$ cat src/rtl/tx_arb_pkg.sv
// Shared definitions for the uart_tx arbiter: FSM state encoding, ASCII
// control characters used by the optional CR/LF expansion, port indices
// and the one-hot grant encodings reported on o_grant.
package tx_arb_pkg;

  // Arbiter FSM states; one byte moves through SEND -> WAIT_DONE -> GAP.
  typedef enum logic [1:0] {
    ST_IDLE      = 2'd0,
    ST_SEND      = 2'd1,
    ST_WAIT_DONE = 2'd2,
    ST_GAP       = 2'd3
  } state_t;

  localparam logic [7:0] ASCII_CR = 8'h0D;
  localparam logic [7:0] ASCII_LF = 8'h0A;

  // Port index as carried on the round-robin select line.
  localparam logic PORT_A = 1'b0;
  localparam logic PORT_B = 1'b1;

  // One-hot owner encodings for o_grant.
  localparam logic [1:0] GRANT_NONE = 2'b00;
  localparam logic [1:0] GRANT_A    = 2'b01;
  localparam logic [1:0] GRANT_B    = 2'b10;

  // Map a port index onto its one-hot grant code.
  function automatic logic [1:0] grant_of(input logic port);
    return (port == PORT_B) ? GRANT_B : GRANT_A;
  endfunction

endpackage

$ cat src/rtl/tx_arb_rr.sv
// Two-way round-robin pointer with packet lock for the uart_tx arbiter.
// While a packet is open (last byte not yet accepted) the owner stays
// selected even when it momentarily has nothing valid, so messages are
// never interleaved. With no lock, a lone requester wins and a tie goes
// to the port that was not served last. Reset leaves B as "served last"
// so A wins the first tie.
module tx_arb_rr
  import tx_arb_pkg::*;
(
  input  logic clk,
  input  logic rst_n,
  input  logic valid_a,
  input  logic valid_b,
  input  logic accept,   // a byte was handed over this cycle
  input  logic last,     // the accepted byte closes its packet
  input  logic abort,    // watchdog abort: drop any open packet
  output logic select    // PORT_A or PORT_B
);

  logic last_served;
  logic locked;

  // Choose the eligible port from lock state, requests and fairness pointer.
  always_comb begin
    // NOTE: assign every always_comb output up front so no path can
    // leave it unassigned and infer a latch.
    select = ~last_served;
    if (locked) begin
      select = last_served;
    end else if (valid_a && !valid_b) begin
      select = PORT_A;
    end else if (valid_b && !valid_a) begin
      select = PORT_B;
    end
  end

  // Track who was served last and whether their packet is still open.
  always_ff @(posedge clk or negedge rst_n) begin
    if (!rst_n) begin
      last_served <= PORT_B;
      locked      <= 1'b0;
    end else if (abort) begin
      locked <= 1'b0;
    end else if (accept) begin
      // NOTE: non-blocking assignments in clocked blocks, so every register
      // samples pre-edge values regardless of statement order.
      last_served <= select;
      locked      <= ~last;
    end
  end

endmodule

$ cat src/rtl/uart_tx_arbiter.sv
// Shares one uart_tx between port A (terminal echo) and port B (status and
// banner messages). Round-robin arbitration with packet lock picks a source
// in IDLE, the accepted byte is strobed into uart_tx for one cycle, the FSM
// waits for the done pulse (bounded by a watchdog) and inserts a one-cycle
// gap before the next arbitration.
//
// Build option: define TX_ARB_CRLF_EN to send every accepted 0x0A as the
// pair 0x0D, 0x0A (the LF follows the CR's gap without a new handshake).
// Without it, bytes pass through unchanged with one strobe per transfer.
//
// DONE_TIMEOUT: clocks allowed in WAIT_DONE before the transfer is aborted;
// 0 disables the watchdog.
module uart_tx_arbiter
  import tx_arb_pkg::*;
#(
  parameter int DONE_TIMEOUT = 16384
) (
  input  logic       clk,
  input  logic       rst_n,
  input  logic [7:0] i_a_byte,
  input  logic       i_a_valid,
  input  logic       i_a_last,
  output logic       o_a_ready,
  input  logic [7:0] i_b_byte,
  input  logic       i_b_valid,
  input  logic       i_b_last,
  output logic       o_b_ready,
  output logic [7:0] o_tx_byte,
  output logic       o_tx_dv,
  input  logic       i_tx_active,
  input  logic       i_tx_done,
  output logic [1:0] o_grant,
  output logic       o_busy,
  output logic       o_timeout
);

`ifdef TX_ARB_CRLF_EN
  localparam bit CRLF_EN = 1'b1;
`else
  localparam bit CRLF_EN = 1'b0;
`endif

  // The counter runs 0 .. DONE_TIMEOUT-1 inside WAIT_DONE.
  localparam int CNT_W = (DONE_TIMEOUT > 1) ? $clog2(DONE_TIMEOUT) : 1;
  localparam logic [CNT_W-1:0] CNT_LAST =
    CNT_W'((DONE_TIMEOUT > 0) ? DONE_TIMEOUT - 1 : 0);

  state_t           state;
  logic [CNT_W-1:0] count;
  logic             crlf_pending;  // CR is in flight, LF still owed
  logic             select;
  logic             idle;
  logic             accept;
  logic [7:0]       acc_byte;
  logic             acc_last;
  logic             expired;
  logic             abort;

  assign idle = (state == ST_IDLE);

  // Ready is combinational so a byte can be accepted in the first IDLE
  // cycle; it is held low while reset is asserted.
  assign o_a_ready = rst_n && idle && (select == PORT_A) && i_a_valid;
  assign o_b_ready = rst_n && idle && (select == PORT_B) && i_b_valid;
  assign accept    = o_a_ready || o_b_ready;

  assign acc_byte = (select == PORT_B) ? i_b_byte : i_a_byte;
  assign acc_last = (select == PORT_B) ? i_b_last : i_a_last;

  // A done pulse in the expiry cycle wins over the watchdog.
  assign expired = (DONE_TIMEOUT != 0) && (count == CNT_LAST);
  assign abort   = (state == ST_WAIT_DONE) && !i_tx_done && expired;

  tx_arb_rr u_rr (
    .clk     (clk),
    .rst_n   (rst_n),
    .valid_a (i_a_valid),
    .valid_b (i_b_valid),
    .accept  (accept),
    .last    (acc_last),
    .abort   (abort),
    .select  (select)
  );

  // Transfer sequencer: state, watchdog counter and all registered outputs.
  always_ff @(posedge clk or negedge rst_n) begin
    if (!rst_n) begin
      // NOTE: outputs sit in the async reset branch so they clear the moment
      // rst_n falls, abandoning any byte in flight without waiting for a clock.
      state        <= ST_IDLE;
      count        <= '0;
      crlf_pending <= 1'b0;
      o_tx_byte    <= 8'h00;
      o_tx_dv      <= 1'b0;
      o_grant      <= GRANT_NONE;
      o_busy       <= 1'b0;
      o_timeout    <= 1'b0;
    end else begin
      o_tx_dv   <= 1'b0;
      o_timeout <= 1'b0;
      case (state)
        ST_IDLE: begin
          if (accept) begin
            state   <= ST_SEND;
            o_tx_dv <= 1'b1;
            o_busy  <= 1'b1;
            o_grant <= grant_of(select);
            if (CRLF_EN && (acc_byte == ASCII_LF)) begin
              o_tx_byte    <= ASCII_CR;
              crlf_pending <= 1'b1;
            end else begin
              o_tx_byte <= acc_byte;
            end
          end
        end
        ST_SEND: begin
          state <= ST_WAIT_DONE;
          count <= '0;
        end
        ST_WAIT_DONE: begin
          if (i_tx_done) begin
            state <= ST_GAP;
          end else if (expired) begin
            // Abort: the owner's lock is released inside tx_arb_rr and any
            // LF still owed after a CR is dropped along with it.
            state        <= ST_GAP;
            o_timeout    <= 1'b1;
            crlf_pending <= 1'b0;
          end else if (DONE_TIMEOUT != 0) begin
            count <= count + 1'b1;
          end
        end
        ST_GAP: begin
          if (crlf_pending) begin
            state        <= ST_SEND;
            o_tx_dv      <= 1'b1;
            o_tx_byte    <= ASCII_LF;
            crlf_pending <= 1'b0;
          end else begin
            state  <= ST_IDLE;
            o_busy <= 1'b0;
          end
        end
        default: state <= ST_IDLE;
      endcase
    end
  end

  // uart_tx must report itself busy for as long as we wait on its done pulse.
  a_tx_active_in_wait : assert property (@(posedge clk) disable iff (!rst_n)
    ((state == ST_WAIT_DONE) && !i_tx_done) |-> i_tx_active);

endmodule

$ cat config.mk
export PLATFORM = sky130hd
export DESIGN_NAME = uart_tx_arbiter
export DESIGN_NICKNAME = d
export VERILOG_FILES = /design/src/rtl/tx_arb_pkg.sv /design/src/rtl/tx_arb_rr.sv /design/src/rtl/uart_tx_arbiter.sv
export SDC_FILE = /design/constraint.sdc
export NUM_CORES = 1
export LEC_CHECK = 0
export ABC_AREA = 1
export CORE_UTILIZATION = 55
export DETAILED_ROUTE_END_ITERATION = 6
export PLACE_DENSITY = 0.81
export SLEW_MARGIN = 40
export SYNTH_ARGS = -nofsm -noshare
export SYNTH_HDL_FRONTEND = slang
export SYNTH_SLANG_ARGS = --single-unit
$ cat constraint.sdc
create_clock -name clk -period 3.25 [get_ports clk]
set_input_delay 0.4875 -clock clk [delete_from_list [all_inputs] [get_ports clk]]
set_output_delay 0.4875 -clock clk [all_outputs]
set_load 0.05 [all_outputs]
Word-level counts from Yosys, hierarchy flattened --
Cells that the tools add are included.
Word-level totals: output and inout bits 15, register bits 32, word-level logic and storage cells 82, input bits 24
Cells by class: bitwise operators 4, add/sub/neg operators 1, multiplexer cells 31, reduce and logical (&&, ||, !) cells 25, equality and inequality tests 11
Operators by type and width (number):
- two-way mux 14 bit | 2
- case mux 14 bit (2 select lines) | 1
- two-way mux 8 bit | 3
- two-way mux 1 bit | 16
- case mux 8 bit (2 select lines) | 1
- adder 14 x 1 -> 14 bit, second input constant | 1
- equality test 14 bit, second input constant | 1
- AND reduction 3 bit | 4
- != test 2 bit, second input constant | 5
- logical AND 1 bit | 9
- two-way mux 2 bit | 4
- case mux 2 bit (4 select lines) | 1
- nonzero test 2 bit | 4
- case mux 1 bit (2 select lines) | 3
- AND reduction 2 bit | 3
- equality test 2 bit, second input constant | 2
- inverter 1 bit | 4
- zero test 1 bit | 3
- != test 3 bit, second input constant | 1
- equality test 2 x 1 -> 1 bit, second input constant | 1
- zero test 2 bit | 1
- != test 2 x 1 -> 1 bit, second input constant | 1
- logical OR 1 bit | 1

Depth between registers and ports, before layout --
Gate-level depths: netlist of the first run.
depth in word-level cells 11, gate-level depth with buffers 11, mapped depth without buffers 10

Hierarchy --
From an unflattened synthesis of the first run, not the netlist that was laid out.
Second synthesis, totals: cell total of the unflattened synthesis 234, area, all modules 1834.3 µm²
Modules (own cells, without submodules):
- uart_tx_arbiter | seq. area each 725.7 µm², times used 1, cells each 220, area each 1725.4 µm²
- tx_arb_rr | seq. area each 51.3 µm², times used 1, cells each 14, area each 108.9 µm²

Worst setup path before layout of the first run --
No wires, ideal clock.
path type flip-flop to output port, from reg state[0], to out o_a_ready, setup slack 1.472 ns, data required time 2.762 ns, stages on the path, launching flop included 7, arrival time 1.290 ns, path through dfrtp_1 -> inv_1 -> ha_1 -> nand2_1 -> nor2_1 -> nand3_1 -> inv_1
On the way: word-level cells in the longest chain between the ends 4
RTL lines:
- from (decl) | line uart_tx_arbiter.sv:48 | state_t state;
- from (signal assigned) | line uart_tx_arbiter.sv:90 | state <= ST_IDLE;
- from (signal assigned) | line uart_tx_arbiter.sv:104 | state <= ST_SEND;
- from (signal assigned) | line uart_tx_arbiter.sv:117 | state <= ST_WAIT_DONE;
- zero test 2 bit | line uart_tx_arbiter.sv:59 | assign idle = (state == ST_IDLE);
- logical AND 1 bit (3 in a row) | line uart_tx_arbiter.sv:63 | assign o_a_ready = rst_n && idle && (select == PORT_A) && i_a_valid;
- to (decl) | line uart_tx_arbiter.sv:23 | output logic o_a_ready,
No other way between the ends.

Worst setup path in the final report of the first run --
from in i_a_valid, to out o_b_ready
On the way: word-level cells in the longest chain between the ends 7, elaborated cells between the ends (all ways) 8, those cells by class mux (3); reduce/logical (5)
RTL lines:
- from (decl) | line uart_tx_arbiter.sv:21 | input logic i_a_valid,
- zero test 1 bit | line tx_arb_rr.sv:32 | end else if (valid_b && !valid_a) begin
- logical AND 1 bit | line tx_arb_rr.sv:32
- two-way mux 1 bit | line tx_arb_rr.sv:32
- two-way mux 1 bit (*) | line tx_arb_rr.sv:30 | end else if (valid_a && !valid_b) begin
- two-way mux 1 bit (*) | line tx_arb_rr.sv:28 | if (locked) begin
- logical AND 1 bit (*) (2 in a row) | line uart_tx_arbiter.sv:64 | assign o_b_ready = rst_n && idle && (select == PORT_B) && i_b_valid;
- to (decl) | line uart_tx_arbiter.sv:27 | output logic o_b_ready,
Every way passes the cells marked *; elsewhere a longest branch is shown, timed or not.

==> results of run 1 <==
sequential cells by signal, summed over array words and instances, names as in the netlist:
name,flops
u_rr.last_served,1
o_tx_dv,1
o_busy,1
o_grant,2
u_rr.locked,1
count,14
state,2
o_tx_byte,8
o_timeout,1
worst reg2reg max path: stages, from the launching register on:
cell and delay [ps]:
dfstp_2 560, nor2_1 50, o21ai_0 90, nand2_1 280, nand2_1 270, nand2_1 310, nand2_1 330, nand2_1 100
nand2_1 80
Yosys cell counts:
library cell,n
buf_4,1
o21ai_0,7
xor2_1,6
nand2_1,110
o21bai_1,2
a21oi_1,2
buf_2,2
nor2_8,1
nor2_2,1
nor3_1,1
ha_1,6
nor2_1,19
dfrtp_1,30
or2_2,2
nand3b_1,1
nor2_4,4
nand2_2,1
o21ai_2,2
nand2_4,1
dfstp_2,1
clkinv_1,2
nand3_1,22
buf_8,1
nand4_1,5
inv_2,1
o21ai_1,3
inv_1,18
report_power, final:
| part | total [uW] | switching (uW) | internal (uW) |
|---|---|---|---|
| combinational | 960 | 654 | 306 |
| sequential | 577 | 82.4 | 495 |
| clock | 263 | 137 | 126 |
| total | 1800 | 873 | 927 |
layout by cell type, fill, tap and decap left out, types with 2 or more instances in the layout:
| cell | Yosys | layout |
|---|---|---|
| nand2_1 | 110 | 110 |
| clkdlybuf4s50_1 | 0 | 35 |
| dfrtp_1 | 30 | 30 |
| nand3_1 | 22 | 22 |
| nor2_1 | 19 | 19 |
| inv_1 | 18 | 18 |
| o21ai_0 | 7 | 7 |
| xor2_1 | 6 | 6 |
| ha_1 | 6 | 6 |
| nand4_1 | 5 | 5 |
| clkbuf_4 | 0 | 5 |
| nor2_4 | 4 | 4 |
| o21ai_1 | 3 | 3 |
| clkinv_1 | 2 | 2 |
| o21bai_1 | 2 | 2 |
| o21ai_2 | 2 | 2 |
| or2_2 | 2 | 2 |
| a21oi_1 | 2 | 2 |
| clkbuf_8 | 0 | 2 |
| buf_12 | 0 | 2 |
path summary, 6_finish.rpt:
| kind | endpoint | slack (ps) | depth (start not counted) |
|---|---|---|---|
| min reg2reg | o_grant[1]$_DFFE_PN0P_ | 480 | 2 |
| max in group asynchronous | u_rr.last_served$_DFFE_PN1P_ | 2290 | 2 |
| min in group asynchronous | count[3]$_DFFE_PN0P_ | 650 | 2 |
| min | o_grant[1]$_DFFE_PN0P_ | 480 | 2 |
| max | o_b_ready | 760 | 7 |
| max reg2reg | o_tx_byte[1]$_DFFE_PN0P_ | 1110 | 8 |
metal layers:
metal,GRT usage,wire [um],vias up
met5,0,0,-
met4,0.113,65,0
met3,0.0693,188,5
met2,0.394,1750,37
met1,0.389,1990,768
li1,-,-,878
layout make-up:
class | instances | area, sq um | share of cell area
multi-input cells | 196 | 960 | 0.410
flip-flops and latches | 31 | 777 | 0.332
repair buffers | 38 | 398 | 0.170
inverters | 21 | 78.8 | 0.0337
clock buffers | 7 | 65.1 | 0.0278
well taps | 44 | 55.1 | 0.0235
clock inverters | 1 | 7.51 | 0.00321
through the flow:
stage / total power, uW / worst slack, ps / util / instance area [sq um]
floorplan: 1270 / 1470 / - / 1850
global placement: 1530 / 595 / 0.725 / 2270
detailed placement: 1540 / 623 / 0.725 / 2270
CTS: 1810 / 750 / 0.748 / 2340
global route: 1950 / 597 / 0.748 / 2340
finish: 1800 / 760 / 0.748 / 2340
kinds of logic after synthesis:
| group | after synthesis | share of synthesized area |
|---|---|---|
| DFF | 31 | 0.420 |
| and+or+nand+nor | 168 | 0.400 |
| adders and majority gates | 6 | 0.0406 |
| buffers and inverters | 25 | 0.0603 |
| AOI/OAI and AO/OA | 16 | 0.0501 |
| xor gates and xnor gates | 6 | 0.0284 |
==> results.ini, run 1 <==
[final_layout]
nNetsFinal = 323
area_growth_pct = 26.7
drive_above_1_share = 0.0850
stdcell_count = 338
diodes = 0
fillCellCount = 245

[setup_path]
cp-startpoint = i_a_valid
cpMaxStageDelayCell = clkdlybuf4s50_1
critical_path_buf_inv_count = 4
r2r_start = u_rr.last_served$_DFFE_PN1P_
critical_path.startpoint_type = input pin
critPathCaptureType = output port
crit_fanout = 11
worstPathArrival_ps = 2000
path_class = input pin to output port
cp_cell_sequence = clkdlybuf4s50_1 -> inv_1 -> o21ai_0 -> nand2_1 -> nand2_1 -> inv_1 -> buf_12
slowest_delay_ps = 450
worstPathRequired_ps = 2760
cp_top_family = buffers and inverters

[logic_synthesis]
ys_warn_count = 0
syn-cell-area_sq_um = 1850
synth_seq_area_share = 0.420
yosys.area.top_type_share = 0.406
synth.avg_cell_area_sq_um = 7.33
synth-seq-cells = 31
yosysUniqueCellTypes = 27
syn-num-nets = 282
synth_area_leaders = dfrtp_1, nand2_1, nand3_1, ha_1, nor2_1
syn_inst = 252
synth_area_leader_cell = dfrtp_1

[clock_network]
cts_sinks = 31
cts_root_buf = clkbuf_4
cts_tree = done
postCtsSetupBuffers = 0
clkTransAtPathRegs_ps = 100
post_cts_resized = 0
cts_hold_buffers = 0
clockBufferDepth = 2
cts_made_buffers = 5
clk_latency_ps = 340
htreeDepth = 2

[timing]
rsz0062_at_grt = false
tightestPinTransition_ps = 517
max_freq_ghz = 0.402
period_needed_ps = 2490
drv_slew = 0
tns_ps = 0
setup_viol = 0
finalHoldViolations = 0
fin_crit_sh = 0.766
slew_headroom = 0.654
hold_ws_ps = 478
skew_ps = 8.61

[drt]
via_per_inst = 4.99
first_pass_iters = 4
final_antenna_net_count = 0
drtIter0Drc = 99
drc = 0
drt_wl_total_um = 4000
vias = 1688
routedWlPerCell_um = 11.8

[pwr]
leakagePower_uw = 0.00115
ir_worst_vdd_uv = 509
p_per_area_nw_per_um2 = 769

[flow_run]
cap_violations = 0

[die]
die_w_um = 60.0
coreArea_sq_um = 3130
fp.dieH_um = 60.0
initial_core_util = 0.591
num_rows = 20
die-area_sq_um = 3600
ioPinCount = 39

[grt]
antenna_found_initial = 0
grt_pass1_wl_um = 6970
grt_max_degree = 32
overflow = 0
grt_pass1_vias = 1523
grt.total_usage = 0.273

[hold_path]
min_from = o_grant[1]$_DFFE_PN0P_
hp-class = flop to flop

[status]
status = complete, no violations

[placed_design]
place.gp.congestion = 0.934
hpwl_um = 2930
port_buffers = 37
dp.cells = 330

Note: power is estimated with default switching activity, not from simulation.
==> inputs of run 2 (changes only) <==
Settings changed: CORE_UTILIZATION 55 to 51, PLACE_DENSITY 0.81 to 0.76.
Clock period 3.25 ns to 2.4 ns, I/O delays scaled along.
==> results.ini, run 2 (synthesis results as in run 1) <==
[status]
status = complete, no violations

[setup_path]
r2r_cells = 9  ; +1
critical_path.startpoint_type = flop
slowest_delay_ps = 430  ; -20 ps
crit_fanout = 6  ; -5
cpMaxStageDelayCell = dfrtp_1
path_class = flop to output port
cp_cell_sequence = inv_1 -> ha_1 -> nand2_1 -> nor2_1 -> nand3_1 -> inv_1 -> buf_12
worstPathArrival_ps = 1730  ; -270 ps
critPathCaptureType = output port
worstPathRequired_ps = 2040  ; -720 ps
cpMostUsedCell = inv_1

[timing]
drv_slew = 0  ; unchanged
fin_crit_sh = 0.869
setup_slack_ps = 314  ; -446 ps
setup_viol = 0  ; unchanged
tns_ps = 0  ; unchanged
tightestPinTransition_ps = 520  ; +2.81 ps
skew_ps = 9.78  ; +1.18 ps
finalHoldViolations = 0  ; unchanged
rsz0062_at_grt = false
hold_ws_ps = 477  ; -0.325 ps
slew_headroom = 0.652  ; -0.00188
max_freq_ghz = 0.479
period_needed_ps = 2090

[placed_design]
port_buffers = 37  ; unchanged
dp_slack_ps = 388  ; -235 ps
dp.cells = 334  ; +1.2%
hpwl_um = 2980  ; +1.6%
place.gp.congestion = 0.921  ; -1.4%

[drt]
routedWlPerCell_um = 11.8  ; -0.25%
drt_wl_total_um = 4040  ; +0.93%
first_pass_iters = 4  ; unchanged
via_per_inst = 4.89  ; -2.0%
drtIter0Drc = 122  ; +23%
vias = 1674  ; -0.83%
drc = 0  ; unchanged
final_antenna_net_count = 0  ; unchanged

[final_layout]
reg_top3 = count x14, o_tx_byte x8
area_growth_pct = 26.4
final_common_cell = nand2_1
largest_register_ff_count = 14  ; unchanged
stdcell_count = 342  ; +1.2%
regMostFlops = count
postLayoutCoreUtil = 0.684  ; -0.0645
drive_above_1_share = 0.0845  ; -0.000575
nNetsFinal = 325  ; +0.62%
diodes = 0  ; unchanged
mostFrequentLayoutCells = nand2_1, clkdlybuf4s50_1, dfrtp_1, nand3_1, nor2_1
fillCellCount = 311  ; +27%

[hold_path]
hold_depth = 2  ; unchanged
hp-class = flop to flop

[die]
die-area_sq_um = 3870  ; +7.6%
coreArea_sq_um = 3420  ; +9.2%
num_rows = 21  ; +5.0%
initial_core_util = 0.541  ; -0.0498
fp.dieH_um = 62.2  ; +3.7%
ioPinCount = 39  ; unchanged
die_w_um = 62.2  ; +3.7%

[pwr]
ir_worst_vdd_uv = 854  ; +68%
p_int_uw = 1220  ; +31%
sequentialPowerShare = 0.326  ; +0.005
leakagePower_uw = 0.00115  ; +0.17%
p_sw_uw = 1170  ; +34%
p_clk_frac = 0.123  ; -0.023
switching_share = 0.490  ; +0.00530
power_frac_comb = 0.551  ; +0.018
p_per_area_nw_per_um2 = 1020  ; +33%

[clock_network]
cts_tree = done
cts_root_buf = clkbuf_4
cts_made_buffers = 5  ; unchanged
post_cts_resized = 0  ; unchanged
clockBufferDepth = 2  ; unchanged
clk_latency_ps = 330  ; about the same
htreeDepth = 2  ; unchanged
clkTransAtPathRegs_ps = 100  ; about the same
cts_hold_buffers = 0  ; unchanged
cts_sinks = 31  ; unchanged
postCtsSetupBuffers = 0  ; unchanged

[grt]
grt_max_degree = 32  ; unchanged
overflow = 0  ; unchanged
antenna_found_initial = 0  ; unchanged
grt.total_usage = 0.236  ; -0.0369
grt_pass1_vias = 1542  ; +1.2%
grt_pass1_wl_um = 7190  ; +3.2%

[flow_run]
cap_violations = 0  ; unchanged

[run 2: final cells by class]
cell class | instances | area, sq um | share of cell area
clock buffer | 7 | 45.0 | 0.0193
clock inverter | 1 | 5.00 | 0.00214
inverter | 21 | 78.8 | 0.0337
multi-input combinational | 196 | 960 | 0.411
sequential | 31 | 777 | 0.333
tap | 46 | 57.6 | 0.0246
timing repair buffer | 40 | 413 | 0.177
[run 2: final timing paths]
check	startpoint	to	slack, ps
max	state[0]$_DFFE_PN0P_	o_a_ready	310
min reg2reg	o_grant[0]$_DFFE_PN0P_	o_grant[0]$_DFFE_PN0P_	480
min in group asynchronous	rst_n	o_tx_byte[3]$_DFFE_PN0P_	550
min	o_grant[0]$_DFFE_PN0P_	o_grant[0]$_DFFE_PN0P_	480
max in group asynchronous	rst_n	u_rr.last_served$_DFFE_PN1P_	1540
max reg2reg	state[0]$_DFFE_PN0P_	count[10]$_DFFE_PN0P_	490
[run 2: power by group through the flow]
stage | logic, uW | clock network (uW) | registers [uW]
2_1_floorplan | 651 | 0 | 1070
3_3_place_gp | 1300 | 0 | 789
3_5_place_dp | 1320 | 0 | 787
6_report | 1320 | 294 | 779
4_1_cts | 1330 | 301 | 779
5_1_grt | 1460 | 325 | 799
[run 2: per-layer routing]
metal / track usage / vias to the layer above / share of wire
met4: 0.0698 / 0 / 0.0099
met1: 0.341 / 753 / 0.49
met2: 0.350 / 40 / 0.45
li1: - / 876 / -
met3: 0.0570 / 5 / 0.050
met5: 0 / - / 0
[run 2: through the flow]
step	power, uW	area [sq um]
global placement	2090	2290
floorplan	1720	1850
global route	2580	2340
detailed placement	2110	2290
finish	2390	2340
CTS	2410	2340
[run 2: critical path, delay by kind of cell, from the launching register on]
family / cells / cell delay, ps
adders and majority gates: 1 / 170
and+or+nand+nor: 3 / 370
DFF: 1 / 430
buffers and inverters: 3 / 420
==> inputs of run 3 (changes only) <==
Settings changed: CORE_MARGIN set to 2.
==> results.ini, run 3 (synthesis results as in run 1) <==
[timing]
skew_ps = 14.7  ; +4.91 ps
slew_headroom = 0.659  ; +0.00670
max_freq_ghz = 0.479  ; about the same
setup_slack_ps = 313  ; -1.49 ps
finalHoldViolations = 0  ; unchanged
period_needed_ps = 2090  ; +1.49 ps
hold_ws_ps = 479  ; +1.71 ps
setup_viol = 0  ; unchanged
tns_ps = 0  ; unchanged
tightestPinTransition_ps = 510  ; -10.0 ps
fin_crit_sh = 0.870  ; about the same
rsz0062_at_grt = false
drv_slew = 0  ; unchanged

[drt]
via_per_inst = 4.89  ; -0.12%
drc = 0  ; unchanged
final_antenna_net_count = 0  ; unchanged
drtIter0Drc = 107  ; -12%
first_pass_iters = 4  ; unchanged
routedWlPerCell_um = 11.9  ; +0.59%
drt_wl_total_um = 4060  ; +0.59%
vias = 1672  ; -0.12%

[final_layout]
regMostFlops = count
nNetsFinal = 325  ; unchanged
largest_register_ff_count = 14  ; unchanged
final_common_cell = nand2_1
design_area_sq_um = 2370  ; +1.6%
stdcell_count = 342  ; unchanged
reg_top3 = count x14, o_tx_byte x8
drive_above_1_share = 0.0912  ; +0.00676
diodes = 0  ; unchanged
area_growth_pct = 28.4
fillCellCount = 289  ; -7.1%
mostFrequentLayoutCells = nand2_1, clkdlybuf4s50_1, dfrtp_1, nand3_1, nor2_1

[grt]
grt_pass1_vias = 1541  ; -0.065%
antenna_found_initial = 0  ; unchanged
overflow = 0  ; unchanged
grt_pass1_wl_um = 7110  ; -1.1%
grt.total_usage = 0.222  ; -0.0146
grt_max_degree = 32  ; unchanged

[die]
die_w_um = 64.2  ; +3.2%
coreArea_sq_um = 3420  ; unchanged
num_rows = 21  ; unchanged
die-area_sq_um = 4120  ; +6.5%
fp.dieH_um = 64.2  ; +3.2%
ioPinCount = 39  ; unchanged
initial_core_util = 0.541  ; unchanged

[hold_path]
hp-class = flop to flop
hold_depth = 2  ; unchanged

[setup_path]
r2r_slack_ps = 480  ; about the same
cp_top_family = buffers and inverters
worstPathRequired_ps = 2040  ; about the same
r2r_end = count[12]$_DFFE_PN0P_
critPathCaptureType = output port
cp_cell_sequence = inv_1 -> ha_1 -> nand2_1 -> nor2_1 -> nand3_1 -> inv_1 -> buf_12
worstPathArrival_ps = 1730  ; about the same
critical_path.startpoint_type = flop
crit_fanout = 6  ; unchanged
crit_path_end = o_a_ready
cp-startpoint = state[0]$_DFFE_PN0P_
path_class = flop to output port
cpMaxStageDelayCell = dfrtp_1
crit_cells = 7  ; unchanged
slowest_delay_ps = 430  ; about the same
r2r_start = state[0]$_DFFE_PN0P_
cpMostUsedCell = inv_1
r2r_cells = 9  ; unchanged
critical_path_buf_inv_count = 3  ; unchanged

[pwr]
ir_worst_vdd_uv = 771  ; -9.7%
p_per_area_nw_per_um2 = 1070  ; +4.2%
leakagePower_uw = 0.00117  ; +1.6%

[flow_run]
cap_violations = 0  ; unchanged

[clock_network]
postCtsSetupBuffers = 0  ; unchanged
clk_latency_ps = 340  ; about the same
clkTransAtPathRegs_ps = 110  ; about the same
cts_made_buffers = 5  ; unchanged
clockBufferDepth = 2  ; unchanged
htreeDepth = 2  ; unchanged
cts_tree = done
post_cts_resized = 0  ; unchanged
cts_root_buf = clkbuf_4
cts_sinks = 31  ; unchanged
cts_hold_buffers = 0  ; unchanged

[placed_design]
hpwl_um = 2970  ; -0.41%
port_buffers = 37  ; unchanged
placed_cell_area_sq_um = 2290  ; unchanged
dp.cells = 334  ; unchanged
place.gp.congestion = 0.916  ; -0.55%
dp_slack_ps = 411  ; +23.4 ps

[status]
status = complete, no violations

==> run 3: routing by layer <==
metal  wire length (um)  part of all wire  vias up  GRT usage
met5                  0                 0        -          0
met4                 65             0.016        0     0.0718
met3                170             0.042        7     0.0475
met2               1800              0.44       36      0.323
met1               2020              0.50      747      0.326
li1                   -                 -      882          -
==> run 3: worst reg2reg max path: cells and delay by family, from the launching register on <==
kind / cells / cell delay (ps)
simple gates: 4 / 530
flops: 1 / 430
fa+ha+maj: 1 / 410
buf+inv: 3 / 370
compound gates: 1 / 70
==> run 3: area by class of cell <==
cell class,count,area [sq um],share of cell area
Inverter,21,78.8,0.0332
Sequential cell,31,777,0.328
Tap cell,46,57.6,0.0243
Clock inverter,2,35.0,0.0148
Clock buffer,6,51.3,0.0216
Timing Repair Buffer,40,413,0.174
Multi-Input combinational cell,196,960,0.405
==> run 3: stage by stage <==
step,total power (uW),utilization
after floorplan,1720,-
after global placement,2090,0.669
after detailed placement,2100,0.669
after CTS,2550,0.695
after global routing,2720,0.695
final,2530,0.695
==> run 3: worst min path at each step <==
stage,slack (ps),startpoint,endpoint
after global placement,450,o_grant[1]$_DFFE_PN0P_,o_grant[1]$_DFFE_PN0P_
after detailed placement,460,o_grant[0]$_DFFE_PN0P_,o_grant[0]$_DFFE_PN0P_
after global routing,500,o_grant[1]$_DFFE_PN0P_,o_grant[1]$_DFFE_PN0P_
after floorplan,60,rst_n,count[0]$_DFFE_PN0P_
after CTS,480,o_grant[0]$_DFFE_PN0P_,o_grant[0]$_DFFE_PN0P_
final,480,o_grant[0]$_DFFE_PN0P_,o_grant[0]$_DFFE_PN0P_
==> run 3: power by group <==
group / total, uW / switching [uW] / leakage (uW) / internal (uW)
Combinational: 1310 / 873 / 0.000718 / 434
Clock: 435 / 189 / 0.0000482 / 246
Sequential: 785 / 115 / 0.000406 / 670
